<file path="src/rtl/fifo_rr_drain_arbiter.sv">
// Round-robin burst drain of N_SRC source FIFOs into one shared destination FIFO.
// Optional destination write counter enabled by `define FIFO_ARB_XFER_CNT_EN.
//
//   state | meaning
//   ------+-----------------------------------------------------------
//   IDLE  | no grant; pick the next eligible source after the pointer
//   XFER  | granted source drained, up to BURST_LEN reads
module fifo_rr_drain_arbiter #(
    parameter int N_SRC      = 4,
    parameter int SEL_W      = 2,
    parameter int RD_LATENCY = 2,
    parameter int BURST_LEN  = 16
) (
    input  logic             clk_i,
    input  logic             rst_ni,
    input  logic [N_SRC-1:0] src_almst_empty_i,
    output logic [N_SRC-1:0] src_rd_o,
    input  logic             dst_almst_full_i,
    output logic             dst_wr_o,
    output logic [SEL_W-1:0] dst_sel_o,
    output logic [SEL_W-1:0] grant_o,
    output logic             busy_o,
    output logic [15:0]      xfer_cnt_o
);

    typedef enum logic {
        IDLE = 1'b0,
        XFER = 1'b1
    } state_t;

    localparam logic [7:0]       BURST_MAX = 8'(BURST_LEN);
    localparam logic [N_SRC-1:0] ONE_HOT0  = N_SRC'(1);
    localparam logic [SEL_W-1:0] PTR_RST   = SEL_W'(N_SRC - 1);

    state_t            state;
    logic [SEL_W-1:0]  ptr;
    logic [7:0]        burst_cnt;
    logic              pick_found;
    logic [SEL_W-1:0]  pick_idx;
    logic [RD_LATENCY-1:0] wr_pipe;
    logic [SEL_W-1:0]  sel_pipe [RD_LATENCY];

    function automatic logic [SEL_W-1:0] wrap_idx(input logic [SEL_W-1:0] base, input int off);
        return SEL_W'((int'(base) + off) % N_SRC);
    endfunction

    // First eligible source strictly after the pointer, wrapping back to the pointer itself last.
    always_comb begin
        pick_found = 1'b0;
        pick_idx   = '0;
        for (int k = 1; k <= N_SRC; k++) begin
            if (!pick_found && !src_almst_empty_i[wrap_idx(ptr, k)]) begin
                pick_found = 1'b1;
                pick_idx   = wrap_idx(ptr, k);
            end
        end
    end

    always_ff @(posedge clk_i or negedge rst_ni) begin
        if (!rst_ni) begin
            state     <= IDLE;
            ptr       <= PTR_RST;
            grant_o   <= '0;
            burst_cnt <= '0;
            busy_o    <= 1'b0;
            src_rd_o  <= '0;
        end else begin
            src_rd_o <= '0;
            case (state)
                IDLE: begin
                    if (!dst_almst_full_i && pick_found) begin
                        grant_o   <= pick_idx;
                        burst_cnt <= '0;
                        busy_o    <= 1'b1;
                        state     <= XFER;
                    end
                end
                XFER: begin
                    if (src_almst_empty_i[grant_o] || burst_cnt == BURST_MAX) begin
                        ptr    <= grant_o;
                        busy_o <= 1'b0;
                        state  <= IDLE;
                    end else if (!dst_almst_full_i) begin
                        src_rd_o  <= ONE_HOT0 << grant_o;
                        burst_cnt <= burst_cnt + 8'd1;
                    end
                end
                default: begin
                    busy_o <= 1'b0;
                    state  <= IDLE;
                end
            endcase
        end
    end

    // Strobe and select travel together; select only updates on real reads so the
    // mux switches exactly on the first write of a new source.
    always_ff @(posedge clk_i or negedge rst_ni) begin
        if (!rst_ni) begin
            wr_pipe <= '0;
            for (int i = 0; i < RD_LATENCY; i++) begin
                sel_pipe[i] <= '0;
            end
        end else begin
            wr_pipe[0] <= |src_rd_o;
            if (|src_rd_o) begin
                sel_pipe[0] <= grant_o;
            end
            for (int i = 1; i < RD_LATENCY; i++) begin
                wr_pipe[i]  <= wr_pipe[i-1];
                sel_pipe[i] <= sel_pipe[i-1];
            end
        end
    end

    assign dst_wr_o  = wr_pipe[RD_LATENCY-1];
    assign dst_sel_o = sel_pipe[RD_LATENCY-1];

`ifdef FIFO_ARB_XFER_CNT_EN
    always_ff @(posedge clk_i or negedge rst_ni) begin
        if (!rst_ni) begin
            xfer_cnt_o <= '0;
        end else if (dst_wr_o && xfer_cnt_o != 16'hFFFF) begin
            xfer_cnt_o <= xfer_cnt_o + 16'd1;
        end
    end
`else
    assign xfer_cnt_o = 16'h0000;
`endif

endmodule

</file>
<file path="config.mk">
export PLATFORM = sky130hd
export DESIGN_NAME = fifo_rr_drain_arbiter
export DESIGN_NICKNAME = d
export VERILOG_FILES = /design/src/rtl/fifo_rr_drain_arbiter.sv
export SDC_FILE = /design/constraint.sdc
export NUM_CORES = 1
export LEC_CHECK = 0
export BUFFER_PORTS_ARGS = -buffer_cell sky130_fd_sc_hd__buf_2
export CORE_MARGIN = 10
export CORE_UTILIZATION = 55
export CTS_CLUSTER_DIAMETER = 50
export DETAILED_ROUTE_END_ITERATION = 7
export HOLD_SLACK_MARGIN = 0.06
export MAX_ROUTING_LAYER = met4
export PLACE_DENSITY = 0.82
export SKIP_CTS_REPAIR_TIMING = 1
export SYNTH_ARGS = -nofsm -noshare
export SYNTH_HDL_FRONTEND = slang
export SYNTH_SLANG_ARGS = --single-unit
</file>
<file path="constraint.sdc">
create_clock -name clk_i -period 5.6 [get_ports clk_i]
set_clock_uncertainty 0.2 [all_clocks]
set_input_delay 1.68 -clock clk_i [delete_from_list [all_inputs] [get_ports clk_i]]
set_output_delay 1.68 -clock clk_i [all_outputs]
set_load 0.03 [all_outputs]
</file>
Word-level counts from Yosys, hierarchy flattened
Index checks and enable logic that the tools add are counted.
{"block": "word_totals", "reg_bits": 24, "wordCells": 73, "output_inout_bits": 26}
{"block": "op_classes", "n_bitwise": 1, "eq_ne": 5, "magnitude_cmp": 5, "addsub": 5, "n_reduce_logical": 16, "shifts": 1, "muxes": 31}
{"cell": "$mux W8", "n": 3}
{"cell": "$pmux W8 S2", "n": 1}
{"cell": "$lt A2 B3 Y1 const B", "n": 5}
{"cell": "$mux W1", "n": 13}
{"cell": "$mux W4", "n": 3}
{"cell": "$bmux W1 S2", "n": 5}
{"cell": "$add A8 B1 Y8 const B", "n": 1}
{"cell": "$eq A8 B5 Y1 const B", "n": 1}
{"cell": "$mux W2", "n": 4}
{"cell": "$logic_not A1 Y1", "n": 6}
{"cell": "$ne A2 B2 Y1 const B", "n": 3}
{"cell": "$reduce_and A2 Y1", "n": 3}
{"cell": "$add A2 B1 Y2 const B", "n": 2}
{"cell": "$add A2 B2 Y2 const B", "n": 2}
{"cell": "$logic_and A1 B1 Y1", "n": 4}
{"cell": "$pmux W1 S2", "n": 2}
{"cell": "$reduce_or A4 Y1", "n": 1}
{"cell": "$shl A1 B2 Y4 const A", "n": 1}
{"cell": "$reduce_and A3 Y1", "n": 1}
{"cell": "$ne A2 B1 Y1 const B", "n": 1}
{"cell": "$logic_or A1 B1 Y1", "n": 1}
{"cell": "$not A1 Y1", "n": 1}

Depth between registers and ports, before layout
Gate-level depths: netlist of the first run.
{"block": "depth", "word_depth": 15, "mapped_depth": 6}

Worst setup path after synthesis of the first run
Ideal clock, no wire load.
{"block": "synth_timing", "path_type": "input-to-reg", "start": "in src_almst_empty_i[3]", "end": "reg burst_cnt[2]", "required_ns": 5.274, "setup_ns": 0.126, "n_path_buf": 0, "stages": 4, "slack_ns": 2.184, "arrival_ns": 3.090, "path_cell_list": "mux4_2 a2111oi_4 a21oi_2 a221o_1"}
{"block": "synth_via", "elab_chain_len": 14, "elab_cells_between_ends": 27, "cone_classes": "eq/ne: 2; mux: 14; reduce/logical: 11"}
{"item": "from (decl)", "line": "16", "text": "input logic [N_SRC-1:0] src_almst_empty_i,"}
{"item": "$bmux W1 S2", "line": "52", "text": "if (!pick_found && !src_almst_empty_i[wrap_idx(ptr, k)]) begin"}
{"item": "$mux W1 (implied by the code)", "line": "52"}
{"item": "$logic_not A1 Y1", "line": "52"}
{"item": "$logic_and A1 B1 Y1", "line": "52"}
{"item": "$mux W1", "line": "52"}
{"item": "$logic_not A1 Y1", "line": "52"}
{"item": "$logic_and A1 B1 Y1", "line": "52"}
{"item": "$mux W1", "line": "52"}
{"item": "$logic_not A1 Y1", "line": "52"}
{"item": "$logic_and A1 B1 Y1", "line": "52"}
{"item": "$mux W1", "line": "52"}
{"item": "$logic_and A1 B1 Y1", "line": "71", "text": "if (!dst_almst_full_i && pick_found) begin"}
{"item": "$ne A2 B2 Y1 (no source line)"}
{"item": "$reduce_and A3 Y1 (no source line) *"}
{"item": "to (signal assigned)", "line": "85", "text": "burst_cnt <= burst_cnt + 8'd1;"}
{"item": "to (decl)", "line": "37", "text": "logic [7:0] burst_cnt;"}
Mark *: on every way between the ends. The rest lies on a longest branch, timed or not. The select of a mux whose other input is x is not followed.
A chain may end at the register's enable or synchronous reset.

Worst setup path after layout of the first run
{"block": "layout_timing", "start": "in src_almst_empty_i[3]", "end": "reg burst_cnt[6]"}
Same word-level chain as after synthesis.

==> results of run 1 <==
power by group through the flow:
stage | clock network (µW) | logic (µW) | registers, µW
2_1_floorplan | 0 | 217 | 318
3_3_place_gp | 0 | 266 | 305
3_5_place_dp | 0 | 272 | 309
4_1_cts | 91.1 | 272 | 305
5_1_grt | 97.3 | 294 | 318
6_report | 86.7 | 271 | 306
registers in the layout (all words and copies together), names as in the netlist:
name       flops
burst_cnt      8
busy_o         1
dst_sel_o      2
grant_o        2
ptr            2
sel_pipe       2
src_rd_o       4
state          1
wr_pipe        2
area by class of cell:
| cell class | count | area [µm²] |
|---|---|---|
| clock buffers | 4 | 36.3 |
| fillers | 191 | 871 |
| inverters | 5 | 18.8 |
| multi-input cells | 89 | 568 |
| flip-flops and latches | 24 | 603 |
| well taps | 28 | 35.0 |
| repair buffers | 16 | 80.1 |
cell usage in the layout, fill, tap and decap left out, drive strengths merged, types with 2 or more instances in the layout:
cell,count
nor3,3
o21ai,6
nand3,3
a21o,2
ha,2
and3,5
a221o,2
dfrtp,22
nand2,13
inv,5
buf,16
a21oi,6
nor2,6
nor3b,3
conb,16
dfstp,2
clkbuf,4
mux2,5
Yosys cell counts, drive strengths merged:
cell / count
dfrtp: 22
buf: 20
nand2: 13
a21oi: 6
nor2: 6
o21ai: 6
and3: 5
inv: 5
mux2: 5
nand3: 3
nor3: 3
nor3b: 3
a21o: 2
a221o: 2
dfstp: 2
ha: 2
a2111o: 1
a2111oi: 1
a211o: 1
a21boi: 1
a22o: 1
a31oi: 1
a32o: 1
conb: 1
mux4: 1
nand2b: 1
nand4: 1
nor2b: 1
nor4: 1
nor4b: 1
o22ai: 1
o311ai: 1
o31ai: 1
o41ai: 1
stage by stage:
stage                     cells  cell area (µm²)
final                       166             1340
after detailed placement    162             1310
after floorplan             138             1340
after CTS                   166             1340
after global routing        166             1340
after global placement      162             1310
cells by family (layout without fill, tap and decap cells):
kind of cell	count (synthesis)	count (layout)	share of synthesized area
fa+ha+maj	2	2	0.0194
compound gates	27	27	0.166
buf+inv	25	25	0.134
other cells	1	16	0.00291
simple gates	38	38	0.148
flops	24	24	0.468
mux	6	6	0.0612
path summary, 6_finish.rpt:
| kind | end | slack [ns] |
|---|---|---|
| max | burst_cnt[6]$_DFFE_PN0P_ | 2.23 |
| min | wr_pipe[1]$_DFF_PN0_ | 0.17 |
| max reg2reg | burst_cnt[6]$_DFFE_PN0P_ | 3.13 |
| min reg2reg | wr_pipe[1]$_DFF_PN0_ | 0.17 |
| max in group asynchronous | ptr[0]$_DFFE_PN1P_ | 3.72 |
| min in group asynchronous | burst_cnt[4]$_DFFE_PN0P_ | 1.12 |
routing by layer:
layer / global-route usage / part of all wire / vias to the layer above
met5: - / 0 / -
met4: 0.0327 / 0.014 / 0
met3: 0.0359 / 0.10 / 6
met2: 0.167 / 0.47 / 49
met1: 0.115 / 0.41 / 427
li1: - / - / 440
==> impl_table.tex, run 1 <==
\begin{tabular}{lr}
\hline
Metric & Value \\
\hline
\multicolumn{2}{l}{\textbf{Yosys}} \\
Netlist cell types & 37 \\
Synthesized instance count & 123 \\
Yosys Warn Count & 0 \\
FF+latch count, synth & 24 \\
Leading area contributor after synthesis & dfrtp\_1 \\
Top area cells in the synthesized netlist & dfrtp\_1, buf\_4, mux2\_2 \\
Register area share after synthesis & 0.468 \\
Synthesized area per cell & 10.5 µm² \\
Area fraction of the dominant cell type after synthesis & 0.428 \\
Netlist Area Pre-Place & 1290 µm² \\
\multicolumn{2}{l}{\textbf{Worst setup path}} \\
Levels on crit path & 5 \\
Crit Path Max Fanout & 7 \\
R2R cell count & 4 \\
CP Data Required Time & 5.61 ns \\
Slowest cell on crit path & a2111oi\_4 \\
Endpoint kind of the worst setup timing path & flip-flop \\
Kind of cell adding the most delay to the critical path & compound AO/OA/AOI/OAI gates \\
Crit path from & src\_almst\_empty\_i[3] \\
Cells along the critical path & buf\_2 > mux4\_2 > a2111oi\_4 > a21oi\_2 > a221o\_1 \\
Sort of element at the start of the critical path & input port \\
Crit Path Class & input port to flip-flop \\
Buffers plus inverters on the worst setup path & 1 \\
Origin of the critical flop-to-flop path & grant\_o[1]\$\_DFFE\_PN0P\_ \\
CP peak stage delay & 0.54 ns \\
Data arrival time at the worst-slack endpoint & 3.37 ns \\
\multicolumn{2}{l}{\textbf{STA}} \\
Final critical delay including setup and external delays & 3.37 ns \\
Final setup margin & 2.23 ns \\
Post-route setup TNS & 0 ns \\
Worst hold margin & 0.172 ns \\
Relative slew slack & 0.466 \\
Final number of max-transition violations & 0 \\
Max Clock Freq & 297 MHz \\
Final hold viol count & 0 \\
Period utilization & 0.601 \\
Setup repair after global routing missed its margin & false \\
Number of failing setup endpoints in the final timing report & 0 \\
Tightest Pin Transition & 0.789 ns \\
\multicolumn{2}{l}{\textbf{Die}} \\
Core area & 2210 µm² \\
Die Span Y & 68.4 µm \\
DIE WIDTH & 68.4 µm \\
Floorplan die area & 4680 µm² \\
Rows & 17 \\
Top-level I/O count & 33 \\
Effective utilization at floorplan & 0.582 \\
\multicolumn{2}{l}{\textbf{Pwr}} \\
P\_sw & 278 µW \\
Switching portion of total power & 0.420 \\
Internal power & 385 µW \\
Total power & 663 µW \\
Clock share of power & 0.131 \\
Power density over the cells & 495 nW/µm² \\
Peak supply drop & 0.286 mV \\
Reported leakage power & 0.000666 µW \\
Fraction of power consumed by sequential logic & 0.461 \\
Relative contribution of combinational cells to total power & 0.408 \\
\multicolumn{2}{l}{\textbf{Drt}} \\
Total length of routed wires & 2380 µm \\
Via count of the routed design & 922 \\
DR vias/cell & 5.55 \\
Iteration-0 DRC count of the detailed router & 57 \\
First-pass iteration count of the detailed router & 4 \\
Number of DRC violations after detailed routing & 0 \\
WL/cell & 14.3 µm \\
Post-route antenna net violation count & 0 \\
\multicolumn{2}{l}{\textbf{Global route}} \\
Global-route wire length before repair & 3660 µm \\
Number of antenna violations at the first check in global routing & 0 \\
Pin count of the biggest net entering global routing & 25 \\
Overall fraction of global-route tracks in use & 0.103 \\
Grt ovf & 0 \\
Via count of the first global-routing pass & 879 \\
\multicolumn{2}{l}{\textbf{Placement}} \\
Final estimated routing congestion in global placement & 0.926 \\
Placed wire-length estimate after detailed placement & 1890 µm \\
Number of buffers inserted by port buffering & 16 \\
Worst Setup Slack post-DPL & 1.91 ns \\
\multicolumn{2}{l}{\textbf{Clock tree}} \\
Clock tree from TritonCTS & yes \\
Worst-Skew Late Latency & 0.31 ns \\
Number of CTS-inserted buffers & 3 \\
Clock transition at the registers of the reported paths & 0.12 ns \\
Total clock sinks & 24 \\
Cell at the root of the clock tree & clkbuf\_4 \\
Number of H-tree levels & 1 \\
CTS max path bufs & 2 \\
\multicolumn{2}{l}{\textbf{Min path}} \\
HP Start & wr\_pipe[0]\$\_DFF\_PN0\_ \\
Number of cells traversed by the worst hold path & 0 \\
Path category of the worst min-delay check & flip-flop to flip-flop \\
\multicolumn{2}{l}{\textbf{Finish}} \\
Layout-stage area growth over the synthesis result & 4.18\% \\
Fin util & 0.606 \\
Final net count & 148 \\
Ratio of cells with drive above 1 in the final layout & 0.246 \\
Antenna diodes & 0 \\
\multicolumn{2}{l}{\textbf{Flow run}} \\
Max Cap Violations & 0 \\
\multicolumn{2}{l}{\textbf{Outcome}} \\
Result of the run & completed \\
\hline
\end{tabular}
No activity file was read; power rests on OpenSTA's default activity.
==> run 2, diff against run 1 <==
--- a/config.mk
+++ b/config.mk
@@ -7,12 +7,12 @@
 export LEC_CHECK = 0
 export BUFFER_PORTS_ARGS = -buffer_cell sky130_fd_sc_hd__buf_2
 export CORE_MARGIN = 10
-export CORE_UTILIZATION = 55
+export CORE_UTILIZATION = 52
 export CTS_CLUSTER_DIAMETER = 50
 export DETAILED_ROUTE_END_ITERATION = 7
 export HOLD_SLACK_MARGIN = 0.06
 export MAX_ROUTING_LAYER = met4
-export PLACE_DENSITY = 0.82
+export PLACE_DENSITY = 0.79
 export SKIP_CTS_REPAIR_TIMING = 1
 export SYNTH_ARGS = -nofsm -noshare
 export SYNTH_HDL_FRONTEND = slang
==> constraint.sdc (replaced) <==
create_clock -name clk_i -period 3.4 [get_ports clk_i]
set_clock_uncertainty 0.2 [all_clocks]
set_input_delay 1.02 -clock clk_i [delete_from_list [all_inputs] [get_ports clk_i]]
set_output_delay 1.02 -clock clk_i [all_outputs]
set_load 0.03 [all_outputs]
==> impl_table.tex, run 2 (synthesized netlist as in run 1, its figures left out) <==
\begin{tabular}{lr}
\hline
Metric & Value \\
\hline
\multicolumn{2}{l}{\textbf{STA}} \\
Final number of max-transition violations & 0 (unchanged) \\
Relative slew slack & 0.498 (+0.0317) \\
Setup repair after global routing missed its margin & false \\
Final hold viol count & 0 (unchanged) \\
Number of failing setup endpoints in the final timing report & 0 (unchanged) \\
Final critical delay including setup and external delays & 2.69 ns \\
Tightest Pin Transition & 0.742 ns (-0.0469 ns) \\
Post-route setup TNS & 0 ns (unchanged) \\
Final setup margin & 0.709 ns (-1.53 ns) \\
Max Clock Freq & 372 MHz \\
Period utilization & 0.792 \\
\multicolumn{2}{l}{\textbf{Drt}} \\
Post-route antenna net violation count & 0 (unchanged) \\
WL/cell & 14.4 µm (+0.29\%) \\
DR vias/cell & 5.56 (+0.11\%) \\
Total length of routed wires & 2380 µm (+0.29\%) \\
Via count of the routed design & 923 (+0.11\%) \\
First-pass iteration count of the detailed router & 4 (unchanged) \\
Number of DRC violations after detailed routing & 0 (unchanged) \\
Iteration-0 DRC count of the detailed router & 36 (-37\%) \\
\multicolumn{2}{l}{\textbf{Placement}} \\
Placed wire-length estimate after detailed placement & 1920 µm (+1.2\%) \\
Worst Setup Slack post-DPL & 0.369 ns (-1.54 ns) \\
Placed Cells & 162 (unchanged) \\
Area after detailed placement & 1310 µm² (unchanged) \\
Number of buffers inserted by port buffering & 16 (unchanged) \\
Final estimated routing congestion in global placement & 0.890 (-3.9\%) \\
\multicolumn{2}{l}{\textbf{Die}} \\
Top-level I/O count & 33 (unchanged) \\
Floorplan die area & 4870 µm² (+4.1\%) \\
DIE WIDTH & 69.8 µm (+2.0\%) \\
Die Span Y & 69.8 µm (+2.0\%) \\
Core area & 2280 µm² (+2.9\%) \\
Effective utilization at floorplan & 0.566 (-0.0163) \\
Rows & 17 (unchanged) \\
\multicolumn{2}{l}{\textbf{Finish}} \\
Antenna diodes & 0 (unchanged) \\
Sequential Area & 603 µm² (unchanged) \\
Registers with the highest flip-flop counts & burst\_cnt x8, src\_rd\_o x4 \\
Final net count & 148 (unchanged) \\
Number of flip-flops under the largest register name & 8 (unchanged) \\
Layout-stage area growth over the synthesis result & 5.44\% \\
Fin util & 0.596 (-0.00985) \\
Final instance count without filler cells & 166 (unchanged) \\
Multi-input combinational cell area & 568 µm² (unchanged) \\
Commonest cells after routing, fill and taps aside & dfrtp\_1, conb\_1, buf\_2, nand2\_1 \\
Final std cell area, no fill & 1360 µm² (+1.2\%) \\
Register bank with the most flops & burst\_cnt \\
Ratio of cells with drive above 1 in the final layout & 0.246 (unchanged) \\
Commonest non-fill, non-tap cell in the layout & dfrtp\_1 \\
Number of inserted filler cells in the final layout & 191 (unchanged) \\
\multicolumn{2}{l}{\textbf{Pwr}} \\
Power density over the cells & 851 nW/µm² (+72\%) \\
Peak supply drop & 0.607 mV (+110\%) \\
Reported leakage power & 0.000673 µW (+1.0\%) \\
\multicolumn{2}{l}{\textbf{Worst setup path}} \\
Crit Path Class & input port to flip-flop \\
Cells along the critical path & buf\_2 > mux4\_2 > a2111oi\_4 > a21oi\_2 > a221o\_1 \\
Crit Path Max Fanout & 7 (unchanged) \\
Slowest cell on crit path & a2111oi\_4 \\
Sort of element at the start of the critical path & input port \\
Endpoint kind of the worst setup timing path & flip-flop \\
CP Data Required Time & 3.41 ns (-2.20 ns) \\
Data arrival time at the worst-slack endpoint & 2.70 ns (-0.67 ns) \\
CP peak stage delay & 0.53 ns (about the same) \\
\multicolumn{2}{l}{\textbf{Min path}} \\
Path category of the worst min-delay check & flip-flop to flip-flop \\
\multicolumn{2}{l}{\textbf{Global route}} \\
Grt ovf & 0 (unchanged) \\
Via count of the first global-routing pass & 934 (+6.3\%) \\
Global-route wire length before repair & 4010 µm (+9.6\%) \\
Pin count of the biggest net entering global routing & 25 (unchanged) \\
Number of antenna violations at the first check in global routing & 0 (unchanged) \\
Overall fraction of global-route tracks in use & 0.0974 (-0.00509) \\
\multicolumn{2}{l}{\textbf{Outcome}} \\
Result of the run & completed \\
\multicolumn{2}{l}{\textbf{Clock tree}} \\
Cell at the root of the clock tree & clkbuf\_4 \\
Number of H-tree levels & 1 (unchanged) \\
CTS max path bufs & 2 (unchanged) \\
Total clock sinks & 24 (unchanged) \\
Worst-Skew Late Latency & 0.31 ns (about the same) \\
Clock tree from TritonCTS & yes \\
Clock transition at the registers of the reported paths & 0.13 ns (about the same) \\
Number of CTS-inserted buffers & 3 (unchanged) \\
\multicolumn{2}{l}{\textbf{Flow run}} \\
Max Cap Violations & 0 (unchanged) \\
\hline
\end{tabular}
run 2: through the flow:
step	hold slack [ns]	total power, µW
2_1_floorplan	0.131	880
3_3_place_gp	0.131	938
3_5_place_dp	0.144	964
4_1_cts	0.174	1160
5_1_grt	0.193	1230
6_report	0.171	1150
run 2: worst paths after layout:
| kind | start | to | slack [ns] | depth (start not counted) |
|---|---|---|---|---|
| worst max-delay path | src_almst_empty_i[3] | burst_cnt[6]$_DFFE_PN0P_ | 0.71 | 5 |
| worst min-delay path | wr_pipe[0]$_DFF_PN0_ | wr_pipe[1]$_DFF_PN0_ | 0.17 | 0 |
| worst max register to register | grant_o[1]$_DFFE_PN0P_ | burst_cnt[6]$_DFFE_PN0P_ | 0.95 | 4 |
| worst min register to register | wr_pipe[0]$_DFF_PN0_ | wr_pipe[1]$_DFF_PN0_ | 0.17 | 0 |
| max in group asynchronous | rst_ni | ptr[1]$_DFFE_PN1P_ | 2.19 | 1 |
| min in group asynchronous | rst_ni | dst_sel_o[1]$_DFF_PN0_ | 0.46 | 1 |
run 2: report_power, final:
group | internal (µW) | leakage [µW] | switching, µW | total [µW]
registers | 395 | 0.000307 | 110 | 505
clock network | 119 | 0.0000279 | 83.4 | 203
logic | 173 | 0.000338 | 274 | 447
run 2: routing by layer:
layer	part of all wire	wire length (µm)	GRT usage	up-vias
li1	-	-	-	434
met1	0.49	1160	0.123	443
met2	0.45	1060	0.149	41
met3	0.052	123	0.0228	5
met4	0.015	36	0.0326	0
met5	0	0	-	-
run 2: final cells by class:
class / instances / share of cell area
sequential: 24 / 0.444
multi-input combinational: 89 / 0.418
timing repair buffer: 16 / 0.0590
tap: 28 / 0.0258
clock inverter: 1 / 0.0221
clock buffer: 3 / 0.0166
inverter: 5 / 0.0138
run 2: critical path: cells and delay by family:
family | cells | cell delay [ns]
AO/OA/AOI/OAI | 3 | 1.03
buffers and inverters | 1 | 0.13
multiplexers | 1 | 0.52
